--- src/rtl/muldiv_sequencer.sv ---
// Multi-cycle RV32M multiply/divide sequencer.
// Normal ops take 32 iterations: shift-add for multiply, restoring
// shift-subtract for divide. The core works on unsigned magnitudes and the
// sign is applied at completion. Divide-by-zero and signed overflow are
// resolved when the op is accepted and go straight to DONE.
module muldiv_sequencer #(
    parameter int WIDTH = 32
) (
    input  logic             clk,
    input  logic             reset,
    input  logic             start,
    input  logic [2:0]       funct3,
    input  logic [WIDTH-1:0] srca,
    input  logic [WIDTH-1:0] srcb,
    input  logic             flush,
    output logic             stall,
    output logic             busy,
    output logic             done,
    output logic [WIDTH-1:0] result
);

    typedef enum logic [1:0] {
        IDLE = 2'd0,
        RUN  = 2'd1,
        DONE = 2'd2
    } state_t;

    localparam logic [WIDTH-1:0] MIN_NEG = {1'b1, {(WIDTH-1){1'b0}}};

    state_t               state_q, state_d;
    logic [2:0]           f3_q, f3_d;
    logic [WIDTH-1:0]     srca_q, srca_d;
    logic [WIDTH-1:0]     srcb_q, srcb_d;
    logic [2*WIDTH-1:0]   acc_q, acc_d;
    logic [4:0]           cnt_q, cnt_d;
    logic [WIDTH-1:0]     pend_q, pend_d;    // value to publish in DONE
    logic [WIDTH-1:0]     result_q, result_d;

    // rs1 is treated as signed for MULH, MULHSU, DIV and REM
    function automatic logic a_signed(input logic [2:0] f3);
        return f3[2] ? ~f3[0] : (f3 == 3'b001 || f3 == 3'b010);
    endfunction

    // rs2 is treated as signed for MULH, DIV and REM
    function automatic logic b_signed(input logic [2:0] f3);
        return f3[2] ? ~f3[0] : (f3 == 3'b001);
    endfunction

    // Acceptance decode on the live inputs
    logic             accept, in_div0, in_ovf, special;
    logic             in_a_neg, in_b_neg;
    logic [WIDTH-1:0] in_a_mag, in_b_mag, special_val;

    always_comb begin
        accept      = (state_q == IDLE) && start && !flush;
        in_div0     = funct3[2] && (srcb == '0);
        in_ovf      = funct3[2] && !funct3[0] && (srca == MIN_NEG) && (srcb == '1);
        special     = in_div0 || in_ovf;
        in_a_neg    = srca[WIDTH-1] && a_signed(funct3);
        in_b_neg    = srcb[WIDTH-1] && b_signed(funct3);
        in_a_mag    = in_a_neg ? -srca : srca;
        in_b_mag    = in_b_neg ? -srcb : srcb;
        // REM* keeps the dividend on /0 and yields 0 on overflow
        if (in_div0)
            special_val = funct3[1] ? srca : '1;
        else
            special_val = funct3[1] ? '0 : MIN_NEG;
    end

    // One iteration step on the latched operands plus the signed fix-up
    logic             a_neg, b_neg;
    logic [WIDTH-1:0] a_mag, b_mag;
    logic [WIDTH:0]   mul_sum, rem_sh, diff;
    logic [2*WIDTH-1:0] iter_next, prod;
    logic [WIDTH-1:0] quo_f, rem_f, final_val;

    always_comb begin
        a_neg   = srca_q[WIDTH-1] && a_signed(f3_q);
        b_neg   = srcb_q[WIDTH-1] && b_signed(f3_q);
        a_mag   = a_neg ? -srca_q : srca_q;
        b_mag   = b_neg ? -srcb_q : srcb_q;
        // multiply: low half holds the multiplier, shifted out LSB first
        mul_sum = {1'b0, acc_q[2*WIDTH-1:WIDTH]} + (acc_q[0] ? {1'b0, a_mag} : '0);
        // divide: high half is the partial remainder, low half dividend/quotient
        rem_sh  = acc_q[2*WIDTH-1:WIDTH-1];
        diff    = rem_sh - {1'b0, b_mag};
        if (f3_q[2])
            iter_next = diff[WIDTH] ? {rem_sh[WIDTH-1:0], acc_q[WIDTH-2:0], 1'b0}
                                    : {diff[WIDTH-1:0],   acc_q[WIDTH-2:0], 1'b1};
        else
            iter_next = {mul_sum, acc_q[WIDTH-1:1]};
        prod  = (a_neg ^ b_neg) ? -iter_next : iter_next;
        quo_f = (a_neg ^ b_neg) ? -iter_next[WIDTH-1:0] : iter_next[WIDTH-1:0];
        rem_f = a_neg ? -iter_next[2*WIDTH-1:WIDTH] : iter_next[2*WIDTH-1:WIDTH];
        case (f3_q)
            3'b000:                 final_val = prod[WIDTH-1:0];
            3'b001, 3'b010, 3'b011: final_val = prod[2*WIDTH-1:WIDTH];
            3'b100, 3'b101:         final_val = quo_f;
            default:                final_val = rem_f;
        endcase
    end

    // State and datapath registers
    always_ff @(posedge clk) begin
        if (reset) begin
            state_q  <= IDLE;
            f3_q     <= '0;
            srca_q   <= '0;
            srcb_q   <= '0;
            acc_q    <= '0;
            cnt_q    <= '0;
            pend_q   <= '0;
            result_q <= '0;
        end else begin
            state_q  <= state_d;
            f3_q     <= f3_d;
            srca_q   <= srca_d;
            srcb_q   <= srcb_d;
            acc_q    <= acc_d;
            cnt_q    <= cnt_d;
            pend_q   <= pend_d;
            result_q <= result_d;
        end
    end

    // Next-state logic; flush beats completion
    always_comb begin
        state_d = state_q;
        case (state_q)
            IDLE:    if (accept) state_d = special ? DONE : RUN;
            RUN:     if (flush) state_d = IDLE;
                     else if (cnt_q == 5'd31) state_d = DONE;
            DONE:    state_d = IDLE;
            default: state_d = IDLE;
        endcase
    end

    // Datapath next values: latch on accept, iterate in RUN, commit in DONE
    always_comb begin
        f3_d     = f3_q;
        srca_d   = srca_q;
        srcb_d   = srcb_q;
        acc_d    = acc_q;
        cnt_d    = cnt_q;
        pend_d   = pend_q;
        result_d = result_q;
        if (accept) begin
            f3_d   = funct3;
            srca_d = srca;
            srcb_d = srcb;
            cnt_d  = '0;
            acc_d  = {{WIDTH{1'b0}}, funct3[2] ? in_a_mag : in_b_mag};
            if (special) pend_d = special_val;
        end else if (state_q == RUN && !flush) begin
            acc_d = iter_next;
            cnt_d = cnt_q + 5'd1;
            if (cnt_q == 5'd31) pend_d = final_val;
        end else if (state_q == DONE && !flush) begin
            result_d = pend_q;
        end
    end

    // Outputs; a flushed DONE shows neither the pulse nor the new value
    always_comb begin
        stall  = accept || (state_q == RUN);
        busy   = (state_q != IDLE);
        done   = (state_q == DONE) && !flush;
        result = done ? pend_q : result_q;
    end

endmodule
--- config.mk ---
export PLATFORM = sky130hd
export DESIGN_NAME = muldiv_sequencer
export DESIGN_NICKNAME = d
export VERILOG_FILES = /design/src/rtl/muldiv_sequencer.sv
export SDC_FILE = /design/constraint.sdc
export NUM_CORES = 1
export LEC_CHECK = 0
export CAP_MARGIN = 20
export CORE_AREA = 3 3 223 225
export CTS_CLUSTER_DIAMETER = 50
export CTS_CLUSTER_SIZE = 28
export DETAILED_ROUTE_END_ITERATION = 7
export DIE_AREA = 0 0 226 228
export SLEW_MARGIN = 20
export SYNTH_ARGS = -nofsm -noshare
export SYNTH_HDL_FRONTEND = slang
export SYNTH_SLANG_ARGS = --single-unit
--- constraint.sdc ---
create_clock -name clk -period 15.1 [get_ports clk]
set_input_delay 3.02 -clock clk [delete_from_list [all_inputs] [get_ports clk]]
set_output_delay 3.02 -clock clk [all_outputs]
set_load 0.02 [all_outputs]
==> results.md, run 1 <==
- Share of layout cells above drive strength 1: 0.0692
- Synthesized area per cell: 7.25 um2
- Clock root cell: clkbuf_16
- Setup bufs post-CTS: 0
- Post-synth cell types: 94
- Static Leakage: 7.94 nW
- I/O Pins: 106
- NumNets Final: 2772
- Total number of vias: 20500
- Critical path startpoint category: register
- CTS Hold Bufs: 0
- Max_cap viols: 0
- Detailed Routing Iterations Pass 1: 6
- DP Area: 20500 um2
- N_diodes: 0
- TNS Setup: 0 ns
- Commonest non-fill, non-tap cells in the layout: nand2_1, a21oi_1, dfxtp_1, nor2_1, o21ai_0
- Ys flop type: dfxtp_1
- TritonCTS clock tree: built
- ANT nets after route: 0
- Total clock sinks: 202
- GRT Util Overall: 0.297
- Routed wire length: 79400 um
- Met2 Wirelength: 35400 um
- Clock latency on the worst-skew pair: 0.58 ns
- Area leader, netlist: dfxtp_1
- Number of H-tree levels: 1
- Synth warnings: 0
- Syn Std Cell Area: 19000 um2
- Arr. time, crit path: 8.91 ns
- Final Core Density: 0.448
- Routability cong.: 0.954
- Die ar.: 51500 um2
- Worst Clk Skew: 0.0273 ns
- Vias/cell: 6.29
- CTS max path bufs: 3
- Setup Crit Path Kind: reg2reg
- CTS resizes: 0
- Antenna violations before repair: 2
- First-pass GRT wire length: 118000 um
- Post-synthesis cell count: 2622
- Worst min path class: reg2reg
- Design area: 21400 um2
- Worst-Margin Slew: 1.11 ns
- Final count of pins violating max slew: 0
- Cell family with most CP delay: simple AND/OR/NAND/NOR gates
- Async SR Flop Fraction: 0
- Power Density: 87.0 nW/um2
- Syn Nets: 2768
- Uppermost layer routed: met4
- Worst Path Max Fanout: 16
- Peak VDD IR: 0.0735 mV
- Port Buffers: 105
- Area contributors post-synth: dfxtp_1, a21oi_1, nand2_1
- RSZ-0062 raised after global routing: no
- Wirelength per Cell: 24.4 um
- Slew headroom: 0.256
- Tcrit/Tclk final: 0.560
- Register area share after synthesis: 0.213
- Min Tclk post-route: 8.45 ns
- #FFs+latches synth: 202
- Initial Util: 0.398
- Achievable frequency: 0.118 GHz
- Worst reg2reg setup slack: 6.65 ns
- Chip height: 228 um
- DP HPWL: 61300 um
- Hold Fails Final Rpt: 0
- Core Region: 47700 um2
- Crit-path max cell delay: 0.56 ns
- Pre-CTS WS: 6.85 ns
- Gr ovfl total: 0
- Setup slack after layout: 6.65 ns
- CP max-delay cell: nor4_2
- Setup crit end kind: register
- CTS clk-pin slew, worst paths: 0.07 ns
- Metal1 wirelength: 33400 um
- Endpoints failing setup: 0
- Number of synthesized flops with an enable pin: 0
- Vias in the first global route: 19000
- Status: complete, no violations
- Most common cell after layout, fill and taps aside: nand2_1
- Largest net degree at the start of global routing: 99
- Die X: 226 um
- Drt first-iter violations: 2152
- Required @ worst endpoint: 15.56 ns
- TritonCTS Buffers: 26
- Area grow syn2layout: 12.5%
- DR WL met3: 7110 um
- Top-area cell type share of the netlist area: 0.213
- Crit path buf inv count: 2
- Rows: 80
- DRC errors left: 0
[cell usage after synthesis (28+ instances only)]
library cell    n
nand2b_1       31
inv_1          46
nor2_1        189
xnor2_1       124
o31ai_1        32
dfxtp_1       202
ha_1           73
mux2i_1        46
nand3_1        39
nor3_1         72
a31oi_1        39
and3_1         29
nand4_1        28
or3_1          31
xor2_1        116
o21ai_0       156
nand2_1       363
clkbuf_1      128
a211oi_1       31
o211ai_1       92
a21o_1         34
a21oi_1       283
mux2_2         38
and2_1         76
[worst register-to-register path, delay by kind of cell, from the launching register on]
kind	cells	cell delay, ns
and+or+nand+nor	15	4.50
AOI/OAI and AO/OA	9	2.21
adders and majority gates	2	0.66
DFF	1	0.36
buffers and inverters	2	0.34
xor gates and xnor gates	2	0.25
[layer usage]
metal / global-route usage / up-vias
met4: 0.122 / 0
li1: - / 9598
met2: 0.468 / 930
met5: 0 / -
met1: 0.397 / 9802
met3: 0.0576 / 179
[cell type report]
type / instances / area (um2)
clock buffer: 30 / 696
timing repair buffer: 140 / 1310
clock inverter: 16 / 230
inverter: 46 / 173
multi-input combinational: 2210 / 14200
fill: 4918 / 26300
sequential: 202 / 4050
tap: 615 / 769
[cells by family (layout without fill, tap and decap cells)]
kind of cell	after synthesis	count (layout)	share of synthesized area
and+or+nand+nor	957	957	0.246
AOI/OAI and AO/OA	853	853	0.290
xor gates and xnor gates	240	240	0.111
buffers and inverters	210	232	0.0438
DFF	202	202	0.213
muxes	85	85	0.0475
adders and majority gates	75	75	0.0501
[worst paths after layout]
kind,cells past startpoint,end,startpoint
worst min-delay path,2,pend_q[3]$_SDFFE_PP0P_,pend_q[3]$_SDFFE_PP0P_
worst max register to register,30,pend_q[22]$_SDFFE_PP0P_,srcb_q[2]$_SDFFE_PP0P_
worst min register to register,2,pend_q[3]$_SDFFE_PP0P_,pend_q[3]$_SDFFE_PP0P_
worst max-delay path,30,pend_q[22]$_SDFFE_PP0P_,srcb_q[2]$_SDFFE_PP0P_
[registers in the layout (all words and copies together), names as in the netlist]
| name | flops |
|---|---|
| result_q | 32 |
| state_q | 2 |
| pend_q | 32 |
| acc_q | 64 |
| f3_q | 3 |
| srcb_q | 32 |
| srca_q | 32 |
| cnt_q | 5 |
[per-stage QoR]
step	total power, W	hold WS [ns]	std cells
after floorplan	0.000987	0.433	2622
final	0.00186	0.463	3259
after CTS	0.00186	0.466	3259
after global routing	0.00194	0.485	3259
after detailed placement	0.00119	0.458	3213
after global placement	0.00119	0.447	3213
[report_power, final]
group | internal (W) | switching, W
logic | 0.000204 | 0.000407
clock network | 0.000379 | 0.000286
registers | 0.000555 | 0.0000317
total | 0.00114 | 0.000725
Power figures use the tool's default switching activity.
==> run 2, diff against run 1 <==
clock period = 7.9 ns   (was 15.1 ns; I/O delays follow)
==> run 2 against run 1 <==
Compared with the run above:
- total power grew 100%
- first-iteration DRC count grew 2.5%
- cell area grew 1.7%
- hold slack gained 0.0063 ns
- sequential power grew 91%
- clock skew shrank 0.0054 ns
- global-route usage grew 0.46 points
- die area is the same
- sequential share of layout area shrank 0.31 points
- clock power grew 110%
- wire length grew 1.5%
- largest cell class unchanged
==> results.md, run 2 (synthesis gave the netlist of run 1 again) <==
- Crit-path max cell delay: 0.60 ns
- Die ar.: 51500 um2
- Achievable frequency: 0.135 GHz
- CTS Hold Bufs: 0
- TritonCTS Buffers: 31
- Endpoints failing setup: 0
- Vias/cell: 6.31
- Peak VDD IR: 0.165 mV
- DP HPWL: 62000 um
- Design area: 21800 um2
- CTS clk-pin slew, worst paths: 0.06 ns
- Max_cap viols: 0
- Min Tclk post-route: 7.42 ns
- Worst Clk Skew: 0.0219 ns
- Largest net degree at the start of global routing: 131
- I/O Pins: 106
- Top reg by flops: acc_q
- Rows: 80
- Area grow syn2layout: 14.4%
- Fin Hold WS: 0.469 ns
- ANT nets after route: 0
- First-pass GRT wire length: 120000 um
- Drt first-iter violations: 2206
- Number of H-tree levels: 1
- Antenna violations before repair: 0
- Largest register FFs: 64
- Pwr Total: 0.00374 W
- CTS resizes: 0
- Setup crit end kind: register
- Required @ worst endpoint: 8.34 ns
- Core Region: 47700 um2
- Critical path startpoint category: register
- Setup slack after layout: 0.482 ns
- Dpl cells: 3235
- Initial Util: 0.398
- Static Leakage: 8.13 nW
- Slew headroom: 0.171
- DP Area: 20700 um2
- Setup Crit Path Kind: reg2reg
- Routed wire length: 80600 um
- Commonest non-fill, non-tap cells in the layout: nand2_1, a21oi_1, dfxtp_1, nor2_1, o21ai_0
- NumNets Final: 2799
- Setup bufs post-CTS: 0
- Vias in the first global route: 19400
- Power Density: 172 nW/um2
- DRC errors left: 0
- Total number of vias: 20800
- Pre-CTS WS: 0.359 ns
- Wirelength per Cell: 24.5 um
- Total clock sinks: 202
- Clock root cell: clkbuf_16
- GRT Util Overall: 0.302
- CP max-delay cell: nor4_2
- Worst Path Max Fanout: 11
- TritonCTS clock tree: built
- Hold Fails Final Rpt: 0
- Routability cong.: 1.01
- Gr ovfl total: 0
- Most common cell after layout, fill and taps aside: nand2_1
- Status: complete, no violations
- Worst-Margin Slew: 1.23 ns
- Tcrit/Tclk final: 0.939
- Share of layout cells above drive strength 1: 0.0822
- Final Non-Filler Cells: 3294
- Detailed Routing Iterations Pass 1: 6
- Final count of pins violating max slew: 0
- Port Buffers: 105
- Die X: 226 um
- Worst min path class: reg2reg
- Clock latency on the worst-skew pair: 0.59 ns
- Chip height: 228 um
- CTS max path bufs: 3
- Arr. time, crit path: 7.85 ns
==> run 2: final cells by class <==
type / count / area (um2)
Antenna cell: 1 / 2.50
Clock buffer: 38 / 863
Clock inverter: 20 / 211
Fill cell: 4848 / 26000
Inverter: 46 / 173
Multi-Input combinational cell: 2210 / 14200
Sequential cell: 202 / 4050
Tap cell: 615 / 769
Timing Repair Buffer: 162 / 1480
==> run 2: through the flow <==
stage                     TNS, ns  utilization
final                           0        0.456
after global placement          0        0.433
after global routing      -0.0371        0.456
after floorplan                 0            -
after CTS                       0        0.455
after detailed placement        0        0.433
==> run 2: critical path, delay by kind of cell, from the launching register on <==
kind | cells | cell delay, ns
buffers and inverters | 1 | 0.13
adder cells (fa/ha/maj) | 2 | 0.69
flip-flops | 1 | 0.36
AO/OA/AOI/OAI | 8 | 2.13
AND/OR/NAND/NOR | 13 | 3.57
XOR/XNOR | 2 | 0.36
==> run 2: layer usage <==
metal | vias up | GRT usage | part of all wire
met1 | 9924 | 0.404 | 0.42
met4 | 0 | 0.142 | 0.054
met3 | 209 | 0.0572 | 0.093
met2 | 1003 | 0.465 | 0.44
li1 | 9659 | - | -
met5 | - | 0.0161 | 0
==> run 2: final timing paths <==
| kind | startpoint | end | slack, ns | depth (start not counted) |
|---|---|---|---|---|
| max reg2reg | srcb_q[2]$_SDFFE_PP0P_ | pend_q[24]$_SDFFE_PP0P_ | 0.48 | 26 |
| max | srcb_q[2]$_SDFFE_PP0P_ | pend_q[24]$_SDFFE_PP0P_ | 0.48 | 26 |
| min | pend_q[2]$_SDFFE_PP0P_ | pend_q[2]$_SDFFE_PP0P_ | 0.47 | 2 |
| min reg2reg | pend_q[2]$_SDFFE_PP0P_ | pend_q[2]$_SDFFE_PP0P_ | 0.47 | 2 |
==> run 2: report_power, final <==
group / switching, W / internal [W] / total, W
combinational: 0.000799 / 0.000401 / 0.00120
clock: 0.000591 / 0.000832 / 0.00142
sequential: 0.0000573 / 0.00106 / 0.00112
total: 0.00145 / 0.00229 / 0.00374
==> run 3, diff against run 2 <==
CORE_AREA = 3 3 183 274   (was 3 3 223 225)
DIE_AREA = 0 0 186 277   (was 0 0 226 228)
==> run 3 against run 2 <==
Compared with the run above:
- die area barely moved
- via count decreased by 0.78%
- maximum frequency increased by 2.9%
- critical path type unchanged
- critical endpoint is now pend_q[17]$_SDFFE_PP0P_
==> results.md, run 3 (synthesis gave the netlist of run 1 again) <==
- Status: complete, no violations
- Hold Fails Final Rpt: 0
- Chip height: 277 um
- GRT Util Overall: 0.326
- Core Region: 47800 um2
- Most common cell after layout, fill and taps aside: nand2_1
- Routability cong.: 1.03
- CTS clk-pin slew, worst paths: 0.10 ns
- Port Buffers: 105
- Clock root cell: clkbuf_16
- I/O Pins: 106
- Detailed Routing Iterations Pass 1: 8
- CTS Hold Bufs: 0
- Final Core Density: 0.451
- Fin Hold WS: 0.475 ns
- CTS resizes: 0
- Dpl cells: 3216
- Worst min path class: reg2reg
- Final Non-Filler Cells: 3258
- Setup Crit Path Kind: reg2reg
- DP HPWL: 68200 um
- Largest net degree at the start of global routing: 88
- Total clock sinks: 202
- Power Density: 171 nW/um2
- Routed wire length: 87000 um
- Endpoints failing setup: 0
- Drt first-iter violations: 1612
- Cell mode on critical path: a21oi_1
- N_diodes: 0
- CP max-delay cell: or4_4
- RSZ-0062 raised after global routing: no
- DRC errors left: 0
- Worst-Margin Slew: 1.07 ns
- Area grow syn2layout: 13.5%
- TritonCTS Buffers: 23
- ANT nets after route: 0
- Arr. time, crit path: 7.65 ns
- Antenna violations before repair: 2
- Setup crit end kind: register
- TritonCTS clock tree: built
- Pwr Total: 0.00370 W
- Number of fill cells: 4831
- Number of H-tree levels: 1
- Achievable frequency: 0.139 GHz
- First-pass GRT wire length: 127000 um
- Setup bufs post-CTS: 0
- Vias in the first global route: 19700
- Largest register FFs: 64
- TNS Setup: 0 ns
- Min Tclk post-route: 7.21 ns
- Top reg by flops: acc_q
- Worst Path Max Fanout: 16
- Crit path buf inv count: 3
- CTS max path bufs: 3
- Tcrit/Tclk final: 0.913
- NumNets Final: 2787
- Total number of vias: 20600
- Vias/cell: 6.33
- Die X: 186 um
- Rows: 98
- Peak VDD IR: 0.180 mV
- Static Leakage: 8.04 nW
- Crit-path max cell delay: 0.56 ns
- Wirelength per Cell: 26.7 um
- Worst Clk Skew: 0.0405 ns
- Cell family with most CP delay: simple AND/OR/NAND/NOR gates
- Share of layout cells above drive strength 1: 0.0741
- Critical path startpoint category: register
- Final count of pins violating max slew: 0
- Required @ worst endpoint: 8.34 ns
- Slew headroom: 0.286
- Initial Util: 0.398
- Clock latency on the worst-skew pair: 0.59 ns
- Gr ovfl total: 0
- Commonest non-fill, non-tap cells in the layout: nand2_1, a21oi_1, dfxtp_1, nor2_1, o21ai_0
- Die ar.: 51500 um2
- Max_cap viols: 0
run 3: changes by cell type in the layout (fill, tap and decap cells not counted), sizes merged:
cell | before | now
inv | 55 | 59
buf | 59 | 55
clkinvlp | 2 | 0
clkinv | 8 | 6
diode | 1 | 0
clkbuf | 38 | 23
bufinv | 1 | 0
run 3: worst paths after layout:
check | end | depth (start not counted) | startpoint | slack, ns
max | pend_q[17]$_SDFFE_PP0P_ | 25 | srcb_q[2]$_SDFFE_PP0P_ | 0.69
min | pend_q[3]$_SDFFE_PP0P_ | 2 | pend_q[3]$_SDFFE_PP0P_ | 0.47
max reg2reg | pend_q[17]$_SDFFE_PP0P_ | 25 | srcb_q[2]$_SDFFE_PP0P_ | 0.69
min reg2reg | pend_q[3]$_SDFFE_PP0P_ | 2 | pend_q[3]$_SDFFE_PP0P_ | 0.47
run 3: cell type report:
| cell class | instances | area, um2 | area share |
|---|---|---|---|
| timing repair buffer | 158 | 1450 | 0.0673 |
| clock buffer | 23 | 576 | 0.0267 |
| inverter | 46 | 173 | 0.00800 |
| multi-input combinational | 2210 | 14200 | 0.657 |
| sequential | 202 | 4050 | 0.187 |
| tap | 600 | 751 | 0.0348 |
| clock inverter | 19 | 404 | 0.0187 |
run 3: metrics by stage:
step / instance area, um2 / worst slack [ns]
finish: 21600 / 0.690
detailed placement: 20600 / 0.732
global route: 21600 / 0.202
CTS: 21600 / 0.683
global placement: 20600 / 0.550
floorplan: 19000 / 1.09
run 3: worst min-delay path, cell delays in order, from the launching register on:
cell and delay, ns:
dfxtp_1 0.32, nand2_1 0.06, a21oi_1 0.06
run 3: power by group:
| part | switching (W) | internal [W] |
|---|---|---|
| clock network | 0.000687 | 0.000644 |
| logic | 0.000845 | 0.000402 |
| registers | 0.0000628 | 0.00106 |
| total | 0.00159 | 0.00211 |
run 3: metal layers:
| layer | global-route usage | routed length [um] |
|---|---|---|
| met1 | 0.376 | 32400 |
| met4 | 0.253 | 8550 |
| met3 | 0.0356 | 5140 |
| met5 | 0 | 13 |
| met2 | 0.543 | 40900 |
